**config.mk**
```make
export PLATFORM = sky130hd
export DESIGN_NAME = divider_arbiter
export DESIGN_NICKNAME = d
export VERILOG_FILES = /design/src/rtl/divider_arbiter.sv
export SDC_FILE = /design/constraint.sdc
export NUM_CORES = 1
export LEC_CHECK = 0
export ABC_AREA = 0
export BUFFER_PORTS_ARGS = -buffer_cell sky130_fd_sc_hd__buf_2
export CORE_UTILIZATION = 44
export DETAILED_ROUTE_END_ITERATION = 6
export HOLD_SLACK_MARGIN = 0.02
export PLACE_DENSITY = 0.86
export SLEW_MARGIN = 10
export SYNTH_ARGS = -nofsm -noshare
export SYNTH_HDL_FRONTEND = slang
export SYNTH_SLANG_ARGS = --single-unit
export TNS_END_PERCENT = 5
```
**constraint.sdc**
```tcl
create_clock -name Clk -period 1.9 [get_ports Clk]
set_input_delay 0.095 -clock Clk [delete_from_list [all_inputs] [get_ports Clk]]
set_output_delay 0.095 -clock Clk [all_outputs]
set_load 0.05 [all_outputs]
```
**src/rtl/divider_arbiter.sv**
```systemverilog
// divider_arbiter: shares one combinational signed array divider between
// two requesters (A, B) with round-robin arbitration.
//
// The operands of the granted request are registered onto Div_Dividend /
// Div_Divisor and held for SETTLE cycles, which makes the divider a
// multicycle path. The quotient is then sampled into a registered response
// on a valid/ready port. A zero divisor skips the divider and answers at once.
//
// Parameters
//   N       operand / quotient width
//   SETTLE  cycles the operands are held before the quotient is sampled (>=1)
//
// Ports
//   Clk, Reset_n          clock (rising edge), asynchronous active-low reset
//   ReqA_* / ReqB_*       Valid/Ready request ports, two's complement operands
//   Div_Dividend/Divisor  registered operands driven to the divider
//   Div_Quotient          combinational quotient returned by the divider
//   Rsp_Valid/Rsp_Ready   response handshake
//   Rsp_Quotient          signed quotient (truncated toward zero)
//   Rsp_Grant             0 = response belongs to A, 1 = B
//   Rsp_DivZero           divisor was zero (quotient forced to all ones)

module divider_arbiter #(
    parameter int N      = 32,
    parameter int SETTLE = 4
) (
    input  logic         Clk,
    input  logic         Reset_n,

    input  logic         ReqA_Valid,
    output logic         ReqA_Ready,
    input  logic [N-1:0] ReqA_Dividend,
    input  logic [N-1:0] ReqA_Divisor,

    input  logic         ReqB_Valid,
    output logic         ReqB_Ready,
    input  logic [N-1:0] ReqB_Dividend,
    input  logic [N-1:0] ReqB_Divisor,

    output logic [N-1:0] Div_Dividend,
    output logic [N-1:0] Div_Divisor,
    input  logic [N-1:0] Div_Quotient,

    output logic         Rsp_Valid,
    input  logic         Rsp_Ready,
    output logic [N-1:0] Rsp_Quotient,
    output logic         Rsp_Grant,
    output logic         Rsp_DivZero
);

    localparam int CW = (SETTLE > 1) ? $clog2(SETTLE) : 1;

    typedef enum logic [1:0] {
        IDLE = 2'd0,
        WAIT = 2'd1,
        RESP = 2'd2
    } state_t;

    state_t        state;
    state_t        state_nx;
    logic [CW-1:0] cnt;
    logic [CW-1:0] cnt_nx;
    logic          ptr;
    logic          ptr_nx;
    logic [N-1:0]  dd_q;
    logic [N-1:0]  dd_nx;
    logic [N-1:0]  dv_q;
    logic [N-1:0]  dv_nx;
    logic [N-1:0]  quo_q;
    logic [N-1:0]  quo_nx;
    logic          grant_q;
    logic          grant_nx;
    logic          dz_q;
    logic          dz_nx;

    logic          win_a;
    logic          win_b;

    // ptr = 0 favours A, ptr = 1 favours B; only matters when both are valid.
    always_comb begin
        win_a = ReqA_Valid & (~ReqB_Valid | ~ptr);
        win_b = ReqB_Valid & (~ReqA_Valid |  ptr);
    end

    always_comb begin
        state_nx   = state;
        cnt_nx     = cnt;
        ptr_nx     = ptr;
        dd_nx      = dd_q;
        dv_nx      = dv_q;
        quo_nx     = quo_q;
        grant_nx   = grant_q;
        dz_nx      = dz_q;
        ReqA_Ready = 1'b0;
        ReqB_Ready = 1'b0;

        unique case (state)
            IDLE: begin
                // Reset_n gates the combinational ready so nothing is
                // acknowledged while the block is held in reset.
                ReqA_Ready = Reset_n & win_a;
                ReqB_Ready = Reset_n & win_b;
                if (win_a | win_b) begin
                    if (ReqA_Valid & ReqB_Valid) begin
                        ptr_nx = ~ptr;
                    end
                    grant_nx = win_b;
                    dd_nx    = win_b ? ReqB_Dividend : ReqA_Dividend;
                    dv_nx    = win_b ? ReqB_Divisor  : ReqA_Divisor;
                    cnt_nx   = CW'(SETTLE - 1);
                    if (dv_nx == '0) begin
                        quo_nx   = '1;
                        dz_nx    = 1'b1;
                        state_nx = RESP;
                    end else begin
                        state_nx = WAIT;
                    end
                end
            end

            WAIT: begin
                // Operands have been stable for SETTLE cycles when cnt hits 0.
                if (cnt == '0) begin
                    quo_nx   = Div_Quotient;
                    dz_nx    = 1'b0;
                    state_nx = RESP;
                end else begin
                    cnt_nx = cnt - 1'b1;
                end
            end

            RESP: begin
                if (Rsp_Ready) begin
                    state_nx = IDLE;
                end
            end

            default: begin
                state_nx = IDLE;
            end
        endcase
    end

    always_ff @(posedge Clk or negedge Reset_n) begin
        if (!Reset_n) begin
            state   <= IDLE;
            cnt     <= '0;
            ptr     <= 1'b0;
            dd_q    <= '0;
            dv_q    <= '0;
            quo_q   <= '0;
            grant_q <= 1'b0;
            dz_q    <= 1'b0;
        end else begin
            state   <= state_nx;
            cnt     <= cnt_nx;
            ptr     <= ptr_nx;
            dd_q    <= dd_nx;
            dv_q    <= dv_nx;
            quo_q   <= quo_nx;
            grant_q <= grant_nx;
            dz_q    <= dz_nx;
        end
    end

    assign Div_Dividend = dd_q;
    assign Div_Divisor  = dv_q;
    assign Rsp_Valid    = (state == RESP);
    assign Rsp_Quotient = quo_q;
    assign Rsp_Grant    = grant_q;
    assign Rsp_DivZero  = dz_q;

endmodule

```
==> results.sh, run 1 <==
export IMPL_multi_input_area_um2=1880
export IMPL_initial_core_util_pct=45.2
export IMPL_maxCapViolCount=0
export IMPL_slowest_stage="dlygate4sd3_1"
export IMPL_drive_gt1_share_pct=40.0
export IMPL_ir_drop_mv=1.23
export IMPL_cts_tree="yes"
export IMPL_status="complete, but fails checks"
export IMPL_tightest_slew_ns=0.553
export IMPL_cp_num_buf_inv=3
export IMPL_drtAntennaViolNets=0
export IMPL_setup_viol=0
export IMPL_syn2layout_area_growth_pct=54.8
export IMPL_finalHoldViolations=0
export IMPL_syn_nets=579
export IMPL_synth_top_family_by_area="compound AO/OA/AOI/OAI gates"
export IMPL_synth_edff_count=0
export IMPL_power_density_nw_per_um2=1760
export IMPL_syn_avg_cell_area_um2=11.2
export IMPL_post_route_period_util_pct=94.2
export IMPL_num_rows=37
export IMPL_yosys_top_cells_area="dfrtp_1, mux2i_1, o21ai_0, nand2_1, o22a_1"
export IMPL_critPathArrivalTime_ns=2.11
export IMPL_hp_class="in -> reg"
export IMPL_muxShareOfSynthArea_pct=13.9
export IMPL_syn_cell_area_um2=4620
export IMPL_synthCells=413
export IMPL_cts_root_buf="clkbuf_8"
export IMPL_first_iter_violations=228
export IMPL_drcViolationCount=2
export IMPL_post_place_ws_ns=0.127
export IMPL_grt_max_degree=104
export IMPL_synth_ff_type="dfrtp_1"
export IMPL_clock_sinks=103
export IMPL_dr_pass1_iters=7
export IMPL_io_pins=266
export IMPL_vias_per_cell=5.21
export IMPL_yosysUniqueCellTypes=36
export IMPL_cp_end_kind="register"
export IMPL_synth_top_cell_by_area="dfrtp_1"
export IMPL_crit_family="buffers and inverters"
export IMPL_num_vias=4669
export IMPL_yosys_warnings=0
export IMPL_synth_seq_area_share_pct=55.8
export IMPL_grt_overflow_total=0
export IMPL_fmaxAchievable_mhz=559
export IMPL_antenna_found_initial=2
export IMPL_ys_top_cells_by_count="dfrtp_1, nand2_1, mux2i_1, o21ai_0, o22a_1"
export IMPL_p_leak_nw=3.60
export IMPL_fin_worst_skew_ns=0.0120
export IMPL_worstSkewPairLatency_ns=0.38
export IMPL_dp_hpwl_mm=9.53
export IMPL_required_ns=2.22
export IMPL_fp_dieH_um=104
export IMPL_cts_max_level=3
export IMPL_grt_usage_pct=28.9
export IMPL_slowest_delay_ns=0.53
export IMPL_finalNetCount=919
export IMPL_cts_made_buffers=9
export IMPL_timing_slew_headroom_pct=63.1
export IMPL_num_fill_cells=722
export IMPL_synth_most_common_cell="dfrtp_1"
export IMPL_synth_compound_area_share_pct=14.8
export IMPL_wire_per_inst_um=17.0
export IMPL_ys_ff_latch=103
export IMPL_die_x_um=104
export IMPL_gp_congestion=0.846
export IMPL_synth_top_area_share_pct=55.8
export IMPL_critPathKind="in -> reg"
export IMPL_setup_tns_final_ns=0
export IMPL_port_buffers=265
export IMPL_grt_setup_unrepaired="false"
export IMPL_setup_ws_ns=0.110
export IMPL_violations="DRC"
export IMPL_synth_xor_area_share_pct=0.190
export IMPL_grt_pass1_wl_mm=24.5
export IMPL_synthArstFlopShare_pct=100
export IMPL_grt_pass1_vias=4929
export IMPL_dieArea_um2=10900
export IMPL_seqCellArea_um2=2580
export IMPL_synth_simple_area_share_pct=10.7
export IMPL_worst_setup_path_start_kind="primary input"
export IMPL_min_period_ns=1.79
export IMPL_yosys_area_share_adder_pct=0.271
export IMPL_slew_viol_final=0
export IMPL_clkTransAtPathRegs_ns=0.12
export IMPL_cp_max_fo=33
export IMPL_wl_mm=15.3
export IMPL_path_cells="dlygate4sd3_1 -> buf_2 -> nor4_1 -> nand4_1 -> o2111ai_1 -> and3_1 -> buf_12 -> o22a_1"
export IMPL_clk_path_buf_depth=2
export IMPL_coreArea_um2=10200
what timing repair did:
action                                 CTS  global route
hold buffers                            83             0
setup endpoints to repair                0            33
endpoints found under the hold margin  162             0
gates resized for setup                  0             3
buffers inserted                         0             1
per-layer routing:
metal	wire [µm]	global-route usage, %
met1	5960	33.4
met4	646	16.2
met3	1050	6.39
met5	0	0
met2	7620	49.5
state kept, by name (all words and copies together), names as in the netlist:
signal	count
Rsp_Quotient	32
state	2
cnt	2
ptr	1
Rsp_DivZero	1
Div_Dividend	32
Rsp_Grant	1
Div_Divisor	32
worst paths after layout:
path / start / to / slack [ns] / cells after the start
min in group asynchronous: Reset_n / Rsp_Grant / 0.32 / 3
worst min-delay path: ReqB_Dividend[19] / Div_Dividend[19] / 0.03 / 3
worst max register to register: ptr / Rsp_Quotient[31] / 0.18 / 6
max in group asynchronous: Reset_n / Div_Divisor[8] / 1.12 / 3
worst min register to register: Div_Divisor[18] / Div_Divisor[18] / 0.48 / 2
worst max-delay path: ReqB_Divisor[0] / Rsp_Quotient[18] / 0.11 / 8
cells by family after synthesis:
group | after synthesis
xor gates and xnor gates | 1
muxes | 64
AOI/OAI and AO/OA | 108
and+or+nand+nor | 104
DFF | 103
adders and majority gates | 1
buffers and inverters | 32
area by class of cell:
| class | count | share of cell area (%) |
|---|---|---|
| repair buffers | 358 | 32.3 |
| clock buffers | 10 | 1.93 |
| inverters | 3 | 0.158 |
| well taps | 136 | 2.38 |
| multi-input cells | 278 | 26.3 |
| diodes | 2 | 0.0700 |
| flip-flops and latches | 103 | 36.1 |
| clock inverters | 6 | 0.805 |
tightest hold or removal path, cell delays in order:
cell,delay (ns)
buf_2,0.08
mux2i_1,0.05
o21ai_0,0.14
stage by stage:
step                util (%)  instance area [µm²]  hold WS (ns)  total power [mW]  instances
floorplan                  -                 4620        -0.201              9.28        413
global placement        59.5                 6090         0.228              10.8        794
detailed placement      59.5                 6090         0.231              11.0        794
CTS                     69.5                 7120        0.0204              12.5        893
global route            69.9                 7150        0.0284              13.2        896
finish                  69.9                 7150        0.0343              12.6        896
placed cells by master (no fill, tap or decap), types with 3 or more instances in the layout:
cell             n
a21oi_1          3
buf_12           6
buf_2          264
buf_4            5
clkbuf_8        10
dfrtp_1        103
dlygate4sd3_1   83
inv_1            3
mux2i_1         64
nand2_1         67
nand4_1          4
nor2_1           3
nor3_1           5
nor4_1          10
nor4_2           5
o21ai_0         64
o22a_1          29
o22a_2           3
power by group:
part / switching [mW] / internal, mW / leakage (nW)
Clock: 0.823 / 0.546 / 0.101
Combinational: 5.48 / 1.90 / 2.32
Sequential: 0.600 / 3.24 / 1.17
Total: 6.90 / 5.69 / 3.60
(Power assumes the default switching activity.)
==> run 2, diff against run 1 <==
CELL_PAD_IN_SITES_DETAIL_PLACEMENT = 1   (was default)
CELL_PAD_IN_SITES_GLOBAL_PLACEMENT = 1   (was default)
CORE_UTILIZATION = 32   (was 44)
MAX_ROUTING_LAYER = met4   (was default)
==> run 2 against run 1 <==
The flow now finishes without violations. Sequential cell count unchanged. Non-clock buffer count down 48. Count of clock-buffer cells in the layout up 1. Fmax up 2.1%. Global-route usage down 7.4 points. First-iteration DRC count down 34%. Combinational power down 0.7%. Routed wire length up 1.6%. Sequential power about the same. Final area down 5.0%. Final cell count down 0.67%. Worst setup slack better by 0.036 ns. Critical endpoint is now ReqB_Ready.
==> results.sh, run 2 (synthesized netlist as in run 1, its figures left out) <==
export IMPL_status="complete, no violations"
export IMPL_hp_class="in -> reg"
export IMPL_setup_tns_final_ns=0
export IMPL_drcViolationCount=0
export IMPL_slowest_delay_ns=0.39
export IMPL_clock_sinks=103
export IMPL_n_antenna_cell=0
export IMPL_cts_tree="yes"
export IMPL_p_int_mw=6.06
export IMPL_wire_per_inst_um=17.4
export IMPL_grt_setup_unrepaired="false"
export IMPL_power_frac_comb_pct=56.4
export IMPL_num_rows=43
export IMPL_holdBufCountCts=34
export IMPL_cts_max_level=3
export IMPL_grt_pass1_vias=4790
export IMPL_cp_num_buf_inv=2
export IMPL_drive_gt1_share_pct=42.5
export IMPL_grt_overflow_total=0
export IMPL_slowest_stage="dfrtp_1"
export IMPL_clkTransAtPathRegs_ns=0.08
export IMPL_power_frac_clock_pct=14.0
export IMPL_cts_made_buffers=9
export IMPL_finalNetCount=871
export IMPL_crit_family="buffers and inverters"
export IMPL_cp_max_fo=9
export IMPL_drtAntennaViolNets=0
export IMPL_tightest_slew_ns=0.507
export IMPL_min_period_ns=1.75
export IMPL_seqPwrFrac_pct=29.6
export IMPL_worst_setup_path_start_kind="register"
export IMPL_layout_common_cells="buf_2, dfrtp_1, nand2_1"
export IMPL_path_cells="nand2b_1 -> nand2_4 -> buf_4 -> nor2_1 -> buf_2"
export IMPL_cp_end_kind="output port"
export IMPL_stdcell_area_um2=6790
export IMPL_num_fill_cells=1615
export IMPL_grt_max_degree=86
export IMPL_grt_usage_pct=21.5
export IMPL_die_x_um=122
export IMPL_worstSkewPairLatency_ns=0.35
export IMPL_io_pins=266
export IMPL_clk_path_buf_depth=2
export IMPL_setup_viol=0
export IMPL_dieArea_um2=14900
export IMPL_netSwitchingFraction_pct=53.3
export IMPL_final_common_cell="buf_2"
export IMPL_critPathArrivalTime_ns=1.66
export IMPL_timing_slew_headroom_pct=66.1
export IMPL_ir_drop_mv=0.899
export IMPL_required_ns=1.80
export IMPL_coreArea_um2=14000
export IMPL_post_cts_buffers=0
export IMPL_antenna_found_initial=0
export IMPL_vias_per_cell=4.91
export IMPL_finalHoldViolations=0
export IMPL_dp_hpwl_mm=11.3
export IMPL_first_iter_violations=151
export IMPL_wl_mm=15.5
export IMPL_slew_viol_final=0
export IMPL_post_route_period_util_pct=92.3
export IMPL_postPlaceCellArea_um2=6160
export IMPL_fmaxAchievable_mhz=570
export IMPL_port_buffers=265
export IMPL_cts_resized=0
export IMPL_num_vias=4370
export IMPL_cts_root_buf="clkbuf_16"
export IMPL_finalPower_mw=13.0
export IMPL_initial_core_util_pct=33.0
export IMPL_power_density_nw_per_um2=1910
export IMPL_syn2layout_area_growth_pct=47.0
export IMPL_hold_slack_ns=0.0318
export IMPL_p_leak_nw=3.44
export IMPL_switchingPower_mw=6.92
export IMPL_finish_utilization_pct=48.6
export IMPL_maxCapViolCount=0
export IMPL_gp_congestion=0.896
export IMPL_critPathKind="reg -> out"
export IMPL_fin_worst_skew_ns=0.00852
export IMPL_grt_pass1_wl_mm=23.6
export IMPL_dr_pass1_iters=4
export IMPL_fp_dieH_um=122
-- run 2: routing by layer --
metal	up-vias	track usage (%)	share of wire, %
li1	2076	-	-
met1	2094	22.5	39
met2	175	39.1	52
met3	25	4.40	6.1
met4	0	8.92	2.3
met5	-	-	0
-- run 2: final timing paths --
check                                  from                to  slack, ns  depth (start not counted)
max                                     ptr        ReqB_Ready       0.15                          5
max in group asynchronous           Reset_n  Div_Dividend[31]       0.94                          3
min in group asynchronous           Reset_n   Div_Divisor[14]       0.18                          2
min reg2reg                 Div_Divisor[17]   Div_Divisor[17]       0.48                          2
min                        ReqA_Dividend[7]   Div_Dividend[7]       0.03                          3
max reg2reg                             ptr   Rsp_Quotient[2]       0.27                          6
-- run 2: power groups by stage --
stage               clock [mW]  combinational [mW]  sequential (mW)
global placement             0                7.11             3.79
detailed placement           0                7.32             3.86
floorplan                    0                1.97             7.31
CTS                       1.87                7.38             3.83
finish                    1.82                7.33             3.84
global route              1.95                7.77             3.95
-- run 2: metrics by stage --
step,cells,setup slack [ns]
after detailed placement,840,0.0551
after CTS,890,0.131
after global placement,840,0.0937
after global routing,890,0.0456
after floorplan,413,0.191
final,890,0.146
-- run 2: tightest hold or removal path, cell delays in order --
cell     delay, ns
buf_2         0.08
mux2i_1       0.05
o21ai_0       0.13
-- run 2: final cells by class --
cell class              count  area, µm²  share of cell area, %
inverters                   3       11.3                  0.166
flip-flops and latches    103       2580                   38.0
clock buffers              11        253                   3.72
clock inverters             5       38.8                  0.571
well taps                 180        225                   3.32
repair buffers            310       1830                   26.9
multi-input cells         278       1860                   27.4
==> run 3, diff against run 2 <==
ABC_AREA = 1   (was 0)
CORE_UTILIZATION = 31   (was 32)
==> run 3 against run 2 <==
The flow now finishes with violations (setup timing). Final cell count increased by 42%. Area after synthesis increased by 12%. Die area increased by 15%. Clock power increased by 3%. Largest power group unchanged. Clock skew decreased by 0.0011 ns. Critical endpoint is now Rsp_Quotient[13]. Critical path depth increased by 12. Fmax decreased by 17%. Largest cell class unchanged. Highest routed layer unchanged. Global-route usage increased by 4.0 points. Utilization increased by 3.0 points.
==> results.sh, run 3 <==
export IMPL_r2r_end="Rsp_Quotient[13]"
export IMPL_synth_top_cell_by_area="dfrtp_1"
export IMPL_ir_drop_mv=0.847
export IMPL_clk_path_buf_depth=2
export IMPL_maxCapViolCount=0
export IMPL_status="complete, but fails checks"
export IMPL_drcViolationCount=0
export IMPL_dr_pass1_iters=4
export IMPL_synth_most_common_cell="nand2_1"
export IMPL_yosysUniqueCellTypes=21
export IMPL_numPlacedInstances=1165
export IMPL_ys_top_cells_by_count="nand2_1, dfrtp_1, inv_1, nand3_1, nor2_1"
export IMPL_num_fill_cells=2047
export IMPL_grt_pass1_vias=6513
export IMPL_setup_tns_final_ns=-5.19
export IMPL_wl_mm=21.7
export IMPL_hold_start="ReqB_Dividend[27]"
export IMPL_syn_cell_area_um2=5180
export IMPL_yosys_top_cells_area="dfrtp_1, nand2_1, nand3_1, inv_1, a31oi_1"
export IMPL_drive_gt1_share_pct=39.7
export IMPL_required_ns=2.18
export IMPL_fmaxAchievable_mhz=476
export IMPL_synth_seq_area_share_pct=49.8
export IMPL_vias_per_cell=4.80
export IMPL_grt_usage_pct=25.5
export IMPL_initial_core_util_pct=32.1
export IMPL_finalPower_mw=16.6
export IMPL_synthArstFlopShare_pct=100
export IMPL_grt_setup_unrepaired="true"
export IMPL_final_common_cell="buf_2"
export IMPL_finalNetCount=1207
export IMPL_finalHoldViolations=0
export IMPL_critPathKind="reg -> reg"
export IMPL_layout_common_cells="buf_2, nand2_1, dfrtp_1"
export IMPL_fin_worst_skew_ns=0.00743
export IMPL_cts_tree="yes"
export IMPL_violations="setup timing"
export IMPL_final_cells=1264
export IMPL_cts_made_buffers=9
export IMPL_hold_path_end="Div_Dividend[27]"
export IMPL_clock_sinks=103
export IMPL_synth_edff_count=0
export IMPL_grt_max_degree=104
export IMPL_synthCells=689
export IMPL_synth_top_area_share_pct=49.8
export IMPL_syn_nets=855
export IMPL_r2r_setup_slack_ns=-0.20
export IMPL_syn2layout_area_growth_pct=60.5
export IMPL_post_route_period_util_pct=111
export IMPL_ys_ff_latch=103
export IMPL_grt_pass1_wl_mm=33.5
export IMPL_postPlaceCellArea_um2=6890
export IMPL_antenna_found_initial=4
export IMPL_syn_avg_cell_area_um2=7.52
export IMPL_seqCellArea_um2=2580
export IMPL_num_rows=46
export IMPL_setup_ws_ns=-0.201
export IMPL_r2r_worst_path_cells=17
export IMPL_num_vias=6069
export IMPL_worstSkewPairLatency_ns=0.34
export IMPL_io_pins=266
export IMPL_synth_ff_type="dfrtp_1"
export IMPL_stdcell_area_um2=8310
export IMPL_p_leak_nw=4.47
export IMPL_hp_class="in -> reg"
export IMPL_worst_setup_path_start_kind="register"
export IMPL_drtAntennaViolNets=0
export IMPL_dp_hpwl_mm=13.3
export IMPL_coreArea_um2=16100
export IMPL_min_period_ns=2.10
export IMPL_cp_end_kind="register"
export IMPL_wire_per_inst_um=17.1
export IMPL_clkTransAtPathRegs_ns=0.07
export IMPL_yosys_warnings=0
export IMPL_r2r_start="ptr"
export IMPL_fp_dieH_um=131
export IMPL_slew_viol_final=0
export IMPL_dieArea_um2=17200
export IMPL_cp_max_fo=5
export IMPL_power_density_nw_per_um2=1990
export IMPL_die_x_um=131
export IMPL_grt_overflow_total=0
export IMPL_critPathArrivalTime_ns=2.38
export IMPL_multi_input_area_um2=2390
export IMPL_timing_slew_headroom_pct=61.9
export IMPL_tightest_slew_ns=0.571
export IMPL_port_buffers=265
export IMPL_cts_root_buf="clkbuf_16"
export IMPL_holdPathStages=3
export IMPL_post_place_ws_ns=-0.304
export IMPL_first_iter_violations=217
export IMPL_setup_viol=35
export IMPL_gp_congestion=0.839
export IMPL_cts_max_level=3
-- run 3: area by class of cell --
type	count	share of cell area [%]
antenna	4	0.120
clock buffer	10	2.87
clock inverter	4	0.572
inverter	65	2.93
multi-input combinational	485	28.7
sequential	103	31.0
tap	216	3.25
timing repair buffer	377	30.5
-- run 3: stage by stage --
step | util [%] | hold WS, ns
2_1_floorplan | - | -0.201
3_3_place_gp | 42.7 | 0.275
3_5_place_dp | 42.7 | 0.274
4_1_cts | 50.0 | 0.0205
5_1_grt | 51.6 | 0.0236
6_report | 51.6 | 0.0268
-- run 3: how the worst max path moves through the flow --
stage,cells after the start,end,startpoint
after floorplan,16,Rsp_Quotient[10],ptr
final,17,Rsp_Quotient[13],ptr
after detailed placement,10,Rsp_Quotient[0],ptr
after global placement,10,Rsp_Quotient[23],ptr
after global routing,17,Rsp_Quotient[13],ptr
after CTS,15,Rsp_Quotient[0],ptr
-- run 3: repair_timing --
item                                   CTS  global route
pin swaps                                8            28
setup endpoints to repair               36            38
gates cloned                             3             3
hold buffers                            60             0
buffers inserted                        11             4
endpoints found under the hold margin  136             0
gates resized for setup                 24            47
-- run 3: where the power goes --
group          total [mW]  internal (mW)  switching, mW
registers            4.02           3.36          0.669
clock network        1.88           1.04          0.840
logic                10.7           3.07           7.58
total                16.6           7.47           9.09
-- run 3: worst max-delay path, stage by stage, from the launching register on --
cell and delay [ns]:
dfrtp_1 0.38, nand2_2 0.10, nand2_4 0.11, buf_12 0.13
buf_12 0.10, buf_6 0.10, nand2_2 0.04, nand2_2 0.06
nand2_1 0.05, nor2_1 0.13, nand2_1 0.07, nor2_1 0.10
nand2_1 0.09, nand2_4 0.11, buf_12 0.17, clkbuf_16 0.15
nand3_2 0.06, nand2_1 0.08
-- run 3: cells by family (layout without fill, tap and decap cells) --
family                     count (synthesis)  after routing  synth area share, %
other                                      0              4                    0
DFF                                      103            103                 49.8
AOI/OAI and AO/OA                         70             70                 7.66
and+or+nand+nor                          410            413                 33.6
adders and majority gates                  1              1                0.242
xor gates and xnor gates                   1              1                0.169
buffers and inverters                    104            456                 8.57
-- run 3: metal layers --
layer  vias up  GRT usage [%]  wire length, µm
met3        73           4.86             1160
met1      2892           28.4             8500
met4         0           14.2              990
met5         -              -                0
met2       246           43.0            11000
li1       2858              -                -
